File: src/rtl/bank_arbiter_if.sv
// Bundle of requester handshakes and bank-side bus signals for bank_arbiter.
// The slave modport is the arbiter's view; the master modport is the view of
// whatever drives the requesters and models the bank.
interface bank_arbiter_if #(
  parameter int ADDR_W = 9,
  parameter int DATA_W = 128
) ();

  logic              r0_req;
  logic              r1_req;
  logic              r0_we;
  logic              r1_we;
  logic [ADDR_W-1:0] r0_addr;
  logic [ADDR_W-1:0] r1_addr;
  logic [DATA_W-1:0] r0_wdata;
  logic [DATA_W-1:0] r1_wdata;
  logic              r0_gnt;
  logic              r1_gnt;
  logic              r0_done;
  logic              r1_done;
  logic [DATA_W-1:0] rdata;

  logic [ADDR_W-1:0] bnk_addr;
  logic              bnk_rw;
  logic              bnk_en;
  logic [DATA_W-1:0] bnk_din;
  logic [DATA_W-1:0] bnk_dout;

  modport slave (
    input  r0_req, r1_req, r0_we, r1_we, r0_addr, r1_addr, r0_wdata, r1_wdata,
    input  bnk_dout,
    output r0_gnt, r1_gnt, r0_done, r1_done, rdata,
    output bnk_addr, bnk_rw, bnk_en, bnk_din
  );

  modport master (
    output r0_req, r1_req, r0_we, r1_we, r0_addr, r1_addr, r0_wdata, r1_wdata,
    output bnk_dout,
    input  r0_gnt, r1_gnt, r0_done, r1_done, rdata,
    input  bnk_addr, bnk_rw, bnk_en, bnk_din
  );

endinterface

File: src/rtl/bank_arbiter.sv
// Two-requester arbiter for a single-ported bank.
// Reads take one bank-enable cycle; writes are framed by a setup cycle and a
// hold cycle so address/data/direction are stable around the write strobe.
// Grants are issued combinationally while idle (so a held request is taken in
// the very first idle cycle); everything on the bank side is registered.
module bank_arbiter #(
  parameter int ADDR_W = 9,
  parameter int DATA_W = 128
) (
  input logic          clk,
  input logic          rst_n,
  bank_arbiter_if.slave bus
);

  typedef enum logic [2:0] {
    IDLE      = 3'd0,
    RD        = 3'd1,
    WR_SETUP  = 3'd2,
    WR_STROBE = 3'd3,
    WR_HOLD   = 3'd4,
    RESP      = 3'd5
  } state_t;

  state_t            state;
  logic              last_gnt;   // 0 = r0 granted last, 1 = r1 granted last
  logic              owner;      // requester currently being served
  logic              pick1;      // arbitration result: 1 selects r1
  logic              grant_any;
  logic              sel_we;
  logic [ADDR_W-1:0] sel_addr;
  logic [DATA_W-1:0] sel_wdata;

  // Round-robin choice between the two requesters and mux of the winner's fields.
  always_comb begin
    pick1     = 1'b0;
    sel_we    = bus.r0_we;
    sel_addr  = bus.r0_addr;
    sel_wdata = bus.r0_wdata;
    if (bus.r0_req && bus.r1_req) begin
      pick1 = ~last_gnt;
    end else begin
      pick1 = bus.r1_req;
    end
    if (pick1) begin
      sel_we    = bus.r1_we;
      sel_addr  = bus.r1_addr;
      sel_wdata = bus.r1_wdata;
    end
  end

  // Grants only while idle and out of reset; done decodes the response state.
  always_comb begin
    grant_any   = rst_n && (state == IDLE) && (bus.r0_req || bus.r1_req);
    bus.r0_gnt  = grant_any && !pick1;
    bus.r1_gnt  = grant_any && pick1;
    bus.r0_done = (state == RESP) && !owner;
    bus.r1_done = (state == RESP) && owner;
  end

  // Access sequencer: drives the registered bank controls and captures read data.
  always_ff @(posedge clk or negedge rst_n) begin
    if (!rst_n) begin
      state        <= IDLE;
      last_gnt     <= 1'b1;
      owner        <= 1'b0;
      bus.bnk_en   <= 1'b0;
      bus.bnk_rw   <= 1'b1;
      bus.bnk_addr <= '0;
      bus.bnk_din  <= '0;
      bus.rdata    <= '0;
    end else begin
      case (state)
        IDLE: begin
          if (grant_any) begin
            owner        <= pick1;
            last_gnt     <= pick1;
            bus.bnk_addr <= sel_addr;
            if (sel_we) begin
              bus.bnk_din <= sel_wdata;
              bus.bnk_rw  <= 1'b0;
              bus.bnk_en  <= 1'b0;
              state       <= WR_SETUP;
            end else begin
              bus.bnk_rw  <= 1'b1;
              bus.bnk_en  <= 1'b1;
              state       <= RD;
            end
          end
        end
        RD: begin
          bus.rdata  <= bus.bnk_dout;
          bus.bnk_en <= 1'b0;
          state      <= RESP;
        end
        WR_SETUP: begin
          bus.bnk_en <= 1'b1;
          state      <= WR_STROBE;
        end
        WR_STROBE: begin
          bus.bnk_en <= 1'b0;
          state      <= WR_HOLD;
        end
        WR_HOLD: begin
          bus.bnk_rw <= 1'b1;
          state      <= RESP;
        end
        RESP: begin
          state <= IDLE;
        end
        default: begin
          bus.bnk_en <= 1'b0;
          bus.bnk_rw <= 1'b1;
          state      <= IDLE;
        end
      endcase
    end
  end

endmodule

File: src/flat_wrapper.sv
// flat-port wrapper written by rule: the top's interface ports become plain ports
module bank_arbiter_flat 
#(
  parameter int ADDR_W = 9,
  parameter int DATA_W = 128
)
  (clk, rst_n, bus_r0_req, bus_r1_req, bus_r0_we, bus_r1_we, bus_r0_addr, bus_r1_addr, bus_r0_wdata, bus_r1_wdata, bus_bnk_dout, bus_r0_gnt, bus_r1_gnt, bus_r0_done, bus_r1_done, bus_rdata, bus_bnk_addr, bus_bnk_rw, bus_bnk_en, bus_bnk_din);
  bank_arbiter_if #(.ADDR_W(ADDR_W), .DATA_W(DATA_W)) bus_i ();
  input logic clk;
  input logic rst_n;
  input wire logic [$bits(bus_i.r0_req)-1:0] bus_r0_req;
  input wire logic [$bits(bus_i.r1_req)-1:0] bus_r1_req;
  input wire logic [$bits(bus_i.r0_we)-1:0] bus_r0_we;
  input wire logic [$bits(bus_i.r1_we)-1:0] bus_r1_we;
  input wire logic [$bits(bus_i.r0_addr)-1:0] bus_r0_addr;
  input wire logic [$bits(bus_i.r1_addr)-1:0] bus_r1_addr;
  input wire logic [$bits(bus_i.r0_wdata)-1:0] bus_r0_wdata;
  input wire logic [$bits(bus_i.r1_wdata)-1:0] bus_r1_wdata;
  input wire logic [$bits(bus_i.bnk_dout)-1:0] bus_bnk_dout;
  output wire logic [$bits(bus_i.r0_gnt)-1:0] bus_r0_gnt;
  output wire logic [$bits(bus_i.r1_gnt)-1:0] bus_r1_gnt;
  output wire logic [$bits(bus_i.r0_done)-1:0] bus_r0_done;
  output wire logic [$bits(bus_i.r1_done)-1:0] bus_r1_done;
  output wire logic [$bits(bus_i.rdata)-1:0] bus_rdata;
  output wire logic [$bits(bus_i.bnk_addr)-1:0] bus_bnk_addr;
  output wire logic [$bits(bus_i.bnk_rw)-1:0] bus_bnk_rw;
  output wire logic [$bits(bus_i.bnk_en)-1:0] bus_bnk_en;
  output wire logic [$bits(bus_i.bnk_din)-1:0] bus_bnk_din;
  assign bus_i.r0_req = bus_r0_req;
  assign bus_i.r1_req = bus_r1_req;
  assign bus_i.r0_we = bus_r0_we;
  assign bus_i.r1_we = bus_r1_we;
  assign bus_i.r0_addr = bus_r0_addr;
  assign bus_i.r1_addr = bus_r1_addr;
  assign bus_i.r0_wdata = bus_r0_wdata;
  assign bus_i.r1_wdata = bus_r1_wdata;
  assign bus_i.bnk_dout = bus_bnk_dout;
  assign bus_r0_gnt = bus_i.r0_gnt;
  assign bus_r1_gnt = bus_i.r1_gnt;
  assign bus_r0_done = bus_i.r0_done;
  assign bus_r1_done = bus_i.r1_done;
  assign bus_rdata = bus_i.rdata;
  assign bus_bnk_addr = bus_i.bnk_addr;
  assign bus_bnk_rw = bus_i.bnk_rw;
  assign bus_bnk_en = bus_i.bnk_en;
  assign bus_bnk_din = bus_i.bnk_din;
  bank_arbiter #(.ADDR_W(ADDR_W), .DATA_W(DATA_W)) u_core (.clk(clk), .rst_n(rst_n), .bus(bus_i));
endmodule
File: config.mk
export PLATFORM = sky130hd
export DESIGN_NAME = bank_arbiter_flat
export DESIGN_NICKNAME = d
export VERILOG_FILES = /design/src/rtl/bank_arbiter_if.sv /design/src/rtl/bank_arbiter.sv /design/src/flat_wrapper.sv
export SDC_FILE = /design/constraint.sdc
export NUM_CORES = 1
export LEC_CHECK = 0
export ABC_CLOCK_PERIOD_IN_PS = 2100
export CAP_MARGIN = 20
export CORE_AREA = 8 8 256 258
export CTS_CLUSTER_SIZE = 14
export DETAILED_ROUTE_END_ITERATION = 10
export DIE_AREA = 0 0 264 266
export GPL_ROUTABILITY_DRIVEN = 0
export PLACE_DENSITY = 0.48
export SYNTH_ARGS = -nofsm -noshare
export SYNTH_HDL_FRONTEND = slang
export SYNTH_SLANG_ARGS = --single-unit
File: constraint.sdc
create_clock -name clk -period 2.1 [get_ports clk]
set_input_delay 0.42 -clock clk [delete_from_list [all_inputs] [get_ports clk]]
set_output_delay 0.42 -clock clk [all_outputs]
set_load 0.05 [all_outputs]
==> results.tsv, run 1 <==
metric	value	unit
Startpoint Class	flop	
vias in the first global route	10600	
delay-heaviest family, CP	simple AND/OR/NAND/NOR gates	
CTS Sinks	272	
Clock Latency Late Sink	0.54	ns
starting density of the core	18.5	%
Ports	679	
Worst Setup EP	bus_r0_gnt	
post-layout instance area	20200	um^2
DR DRC count	0	
DR vias/cell	4.04	
Max Freq	480	MHz
die area	70200	um^2
largest net degree at the start of global routing	118	
Worst Tran Pin Value	0.724	ns
Global Route Usage Sum	13.5	%
CP Launch Point	u_core.state[2]	
Sw Share	48.8	%
Final Power	35700	uW
Die Width	264	um
commonest non-fill, non-tap cell in the layout	clkdlybuf4s50_1	
post-synthesis mux area share	13.5	%
Root Buffer Master	clkbuf_16	
DR iter-0 viols	338	
crit-path cells	nor3_4 -> nand2_4 -> nor2_2 -> buf_12	
Clk pwr share	17.4	%
Post-DP Area	19200	um^2
worst path buffer plus inverter count	1	
fin cells	2334	
adder-cell share of the synthesized area	0.0885	%
Worst path depth	4	
NetSw	17400	uW
number of synthesized register bits	272	
maxcap violations	0	
synthesized net count	1189	
Gate power share	56.3	%
CP peak stage delay	0.43	ns
Required @ worst endpoint	1.68	ns
Yosys top cell by area	dfrtp_1	
post-detail-place hpwl	39.9	mm
first-pass GRT wire length	72.6	mm
xor and xnor area share after synthesis	0	%
Pleak	0.00831	uW
Final Setup Violations	0	
Worst Hold Depth	2	
Final Skew	0.0202	ns
total iterations of the first detailed-routing run	4	
worst endpoint data arrival time	1.66	ns
layout cells sized above 1	21.6	%
sequential cell area fraction in the yosys report	60.2	%
initial antenna violation count	3	
max-slew violations	0	
die extent in y	266	um
hold_sp	u_core.bus.bnk_addr[4]	
total grt overflow	0	
Cell Pwr Density	1760	nW/um^2
Layout Nets	1924	
R2R setup slack	0.15	ns
Warnings, synthesis	0	
core footprint	61300	um^2
Worst-path clk slew	0.06	ns
H-tree Lvls	2	
CP endpoint kind	output pin	
IO Port Bufs	678	
RSZ-0062 raised after global routing	yes	
Synth Area in Simple Gates	1.38	%
worst-path fanout max	4	
status	finished, final reports clean	
Peak VDD IR	0.000873	V
WHS	0.470	ns
main combinational cell family by area after synthesis	compound AO/OA/AOI/OAI gates	
antenna viol nets, final	0	
Final Util	33.0	%
DR WL/cell	21.3	um
post-synthesis cell area	11300	um^2
Mean Syn Cell Area	14.5	um^2
n_diodes	0	
Crit-path slowest cell	dfrtp_1	
Core Rows	91	
Pint	18200	uW
worst r2r path cells	7	
Cells after DPL	2264	
Worst Path Class, Setup	flop to output pin	
Final min period	2.08	ns
vias	9433	
TritonCTS buffer count	36	
synthesis-to-finish area growth	78.6	%
TritonCTS clock tree	built	
reg-to-reg endpoint	u_core.bus.bnk_din[46]	
top area cells in the synthesized netlist	dfrtp_1 (60%), mux2_2 (13%), o22a_1 (9.9%), o21a_1 (8.6%), buf_6 (3.7%)	
Max Buffers Root-to-Sink	3	
share of total power in sequential cells	26.3	%
top cell type's share of synthesized area	59.7	%
worst rel slew slack	51.8	%
Reg-to-Reg Start	u_core.state[2]	
worst min path class	flop to flop	
Fin. Hold Viols	0	
WL final	49.6	mm
Synth cell types	30	
most frequent cells in the layout	clkdlybuf4s50_1 (406), dfrtp_1 (270), dlygate4sd2_1 (216)	
Compound-Gate Fraction of Synth Area	19.6	%
Post-Synthesis Cells	781	
Final period util	99.1	%
power by group through the flow:
| stage | sequential, uW | combinational, uW | clock [uW] |
|---|---|---|---|
| 5_1_grt | 9760 | 20900 | 6670 |
| 2_1_floorplan | 18600 | 4290 | 0 |
| 4_1_cts | 9430 | 20400 | 6480 |
| 6_report | 9380 | 20100 | 6210 |
| 3_3_place_gp | 9490 | 21700 | 0 |
| 3_5_place_dp | 9550 | 21700 | 0 |
registers in the layout, indices dropped and copies added, names as in the netlist:
name	cells
u_core.owner	1
u_core.bus.bnk_addr	9
u_core.bus.bnk_rw	1
u_core.bus.bnk_en	1
u_core.bus.bnk_din	128
u_core.bus.rdata	128
u_core.last_gnt	1
u_core.state	3
worst min-delay path by stage:
stage | end | slack, ns
final | u_core.bus.bnk_addr[4] | 0.47
after global routing | u_core.bus.rdata[46] | 0.45
after CTS | u_core.bus.rdata[46] | 0.44
after detailed placement | u_core.bus.bnk_addr[4] | 0.47
after global placement | u_core.bus.bnk_addr[7] | 0.46
after floorplan | u_core.bus.bnk_addr[0] | 0.12
metal layers:
| layer | vias to the layer above | wire length (um) | global-route usage (%) |
|---|---|---|---|
| li1 | 4404 | - | - |
| met1 | 4574 | 18300 | 14.2 |
| met2 | 380 | 26200 | 25.2 |
| met3 | 69 | 3850 | 4.82 |
| met4 | 6 | 1240 | 3.85 |
| met5 | - | 28 | 0 |
layout make-up:
class	count	area, um^2
clock buffer	52	1000
clock inverter	14	190
tap	790	988
timing repair buffer	759	7210
inverter	1	3.75
fill	6218	41000
sequential	272	6810
multi-input combinational	446	4000
Yosys cell counts:
master	count
a21boi_1	1
nor3_1	3
dfstp_2	2
a21oi_1	2
o21a_1	130
a21bo_2	1
a21o_1	2
nand2_1	12
nor3_4	1
nor2b_1	1
nand2b_1	1
dfrtp_1	270
a31oi_1	1
buf_4	16
nor2_1	6
clkbuf_1	2
nand4_2	2
inv_1	1
mux2_2	128
nor3b_1	1
mux2i_1	9
and3_1	1
nand2_2	1
o22a_1	128
buf_2	7
maj3_1	1
o31ai_1	1
a21oi_2	1
buf_6	37
o21ai_0	12
metrics by stage:
stage,setup slack (ns),setup TNS [ns]
finish,0.0183,0
global route,-0.0924,-0.222
CTS,-0.0683,-0.0729
detailed placement,-0.199,-21.88
global placement,-0.194,-21.59
floorplan,0.108,0
worst reg2reg max path, cell delays in order, from the launching register on:
cell and delay (ns):
dfrtp_1 0.43, nor3_4 0.27, buf_4 0.14, buf_4 0.12, nand4_4 0.19, buf_12 0.25, o22a_1 0.32, o21a_1 0.11
what timing repair did:
item | in CTS | in global routing
pin swaps | 2 | 5
endpoints found under the hold margin | 45 | 0
gates resized for setup | 224 | 5
buffers inserted | 2 | 2
endpoints found under the setup margin | 220 | 4
hold buffers | 1 | 0
logic make-up (layout without fill, tap and decap cells):
kind of cell / after synthesis / count (layout)
and+or+nand+nor: 29 / 29
AOI/OAI and AO/OA: 279 / 279
muxes: 137 / 137
adders and majority gates: 1 / 1
DFF: 272 / 272
buffers and inverters: 63 / 826
Note: power is estimated with default switching activity, not from simulation.
==> inputs of run 2 (changes only) <==
--- a/config.mk
+++ b/config.mk
@@ -16,3 +16,4 @@
 export SYNTH_ARGS = -nofsm -noshare
 export SYNTH_HDL_FRONTEND = slang
 export SYNTH_SLANG_ARGS = --single-unit
+export TNS_END_PERCENT = 1
==> run 2 against run 1 <==
Largest cell class unchanged. Count of clock-buffer cells in the layout did not move. Register-to-register slack hardly changed. Final area is essentially flat.
==> results.tsv, run 2 (synthesized netlist as in run 1, its figures left out) <==
metric	value	unit	change
status	finished, final reports clean		
Max Freq	480	MHz	about the same
n_diodes	0		unchanged
initial antenna violation count	3		unchanged
Worst-path clk slew	0.06	ns	about the same
crit-path cells	nor3_4 -> nand2_4 -> nor2_2 -> buf_12		
IO Port Bufs	678		unchanged
worst-path fanout max	4		unchanged
layout cells sized above 1	21.6	%	-0.065 points
WL final	49.6	mm	about the same
total iterations of the first detailed-routing run	4		unchanged
Final Setup Violations	0		unchanged
die area	70200	um^2	unchanged
Worst Path Class, Setup	flop to output pin		
Final min period	2.08	ns	-0.000370 ns
Final Skew	0.0207	ns	+0.000569 ns
Required @ worst endpoint	1.68	ns	about the same
Layout Nets	1924		unchanged
Peak VDD IR	0.000872	V	about the same
Max Buffers Root-to-Sink	3		unchanged
Die Width	264	um	unchanged
first-pass GRT wire length	72.6	mm	unchanged
Fin. Hold Viols	0		unchanged
Clock Latency Late Sink	0.54	ns	about the same
die extent in y	266	um	unchanged
fin cells	2334		unchanged
antenna viol nets, final	0		unchanged
CP peak stage delay	0.43	ns	about the same
Ports	679		unchanged
Pleak	0.00831	uW	about the same
DR DRC count	0		unchanged
vias in the first global route	10600		unchanged
most frequent cells in the layout	clkdlybuf4s50_1 (406), dfrtp_1 (270), dlygate4sd2_1 (216)		
Root Buffer Master	clkbuf_16		
Startpoint Class	flop		
Cell Pwr Density	1760	nW/um^2	about the same
commonest non-fill, non-tap cell in the layout	clkdlybuf4s50_1		
worst setup margin	0.0187	ns	+0.000370 ns
DR vias/cell	4.04		about the same
synthesis-to-finish area growth	78.6	%	about the same
maxcap violations	0		unchanged
pre-CTS WS	-0.199	ns	unchanged
TritonCTS clock tree	built		
DR iter-0 viols	326		-3.6%
delay-heaviest family, CP	simple AND/OR/NAND/NOR gates		
worst endpoint data arrival time	1.66	ns	about the same
Worst Hold Depth	2		unchanged
worst rel slew slack	51.8	%	about the same
H-tree Lvls	2		unchanged
worst min path class	flop to flop		
max-slew violations	0		unchanged
RSZ-0062 raised after global routing	yes		
worst path buffer plus inverter count	1		unchanged
Final TNS setup	0	ns	unchanged
largest net degree at the start of global routing	118		unchanged
Reg-to-Reg Start	u_core.state[2]		
Top Registers	u_core.bus.bnk_din x128, u_core.bus.rdata x128, u_core.bus.bnk_addr x9		
Core Rows	91		unchanged
hold_sp	u_core.bus.bnk_addr[4]		
reg-to-reg endpoint	u_core.bus.bnk_din[46]		
CTS Sinks	272		unchanged
R2R setup slack	0.15	ns	about the same
worst r2r path cells	7		unchanged
DR WL/cell	21.3	um	about the same
Hold Path End	u_core.bus.bnk_addr[4]		
total grt overflow	0		unchanged
post-detail-place hpwl	39.9	mm	unchanged
starting density of the core	18.5	%	unchanged
vias	9437		+0.042%
Cells after DPL	2264		unchanged
Global Route Usage Sum	13.5	%	unchanged
Final Power	35600	uW	about the same
CP endpoint kind	output pin		
TritonCTS buffer count	36		unchanged
Worst Tran Pin Value	0.723	ns	-0.000642 ns
core footprint	61300	um^2	unchanged
Crit-path slowest cell	dfrtp_1		
Final period util	99.1	%	about the same
==> run 2: cell counts in the layout (fill, tap and decap cells not counted) <==
Identical to the previous run, type by type.
==> run 2: through the flow <==
step / util, % / hold slack, ns / area, um^2
floorplan: - / 0.124 / 11300
global placement: 31.3 / 0.464 / 19200
detailed placement: 31.3 / 0.469 / 19200
CTS: 32.9 / 0.439 / 20200
global route: 33.0 / 0.453 / 20200
finish: 33.0 / 0.470 / 20200
==> run 2: area by class of cell <==
class	instances	area, um^2
Inverter	1	3.75
Tap cell	790	988
Clock inverter	14	190
Fill cell	6218	41100
Multi-Input combinational cell	446	4000
Clock buffer	52	1000
Sequential cell	272	6810
Timing Repair Buffer	759	7210
==> run 2: layer usage <==
metal | vias up | share of wire, % | global-route usage, %
met2 | 386 | 53 | 25.2
met1 | 4575 | 37 | 14.2
met5 | - | 0.056 | 0
met3 | 69 | 7.8 | 4.82
met4 | 6 | 2.5 | 3.85
li1 | 4401 | - | -
==> run 2: what timing repair did <==
| item | 4_1_cts | 5_1_grt |
|---|---|---|
| setup endpoints to repair | 220 | 4 |
| gates resized for setup | 224 | 4 |
| setup buffers | 2 | 2 |
| pin swaps | 2 | 3 |
| hold buffers | 1 | 0 |
| endpoints found under the hold margin | 45 | 0 |
==> run 2: worst reg2reg max path, delay by kind of cell, from the launching register on <==
kind                   cells  cell delay, ns
AO/OA/AOI/OAI              2            0.43
buffers and inverters      3            0.51
AND/OR/NAND/NOR            2            0.46
flip-flops                 1            0.43
==> run 2: worst max-delay path by stage <==
| stage | from | end | slack [ns] | cells after the start |
|---|---|---|---|---|
| floorplan | bus_r1_req | bus_r1_gnt | 0.11 | 3 |
| global placement | bus_r1_req | u_core.bus.bnk_din[118] | -0.19 | 8 |
| detailed placement | bus_r1_req | u_core.bus.bnk_din[17] | -0.20 | 8 |
| CTS | u_core.state[1] | bus_r1_gnt | -0.07 | 5 |
| global route | u_core.state[2] | bus_r1_gnt | -0.09 | 4 |
| finish | u_core.state[2] | bus_r0_gnt | 0.02 | 4 |
==> run 2: report_power, final <==
group | switching, uW | total, uW | internal, uW
sequential | 1420 | 9380 | 7960
combinational | 13500 | 20100 | 6540
clock | 2470 | 6210 | 3730
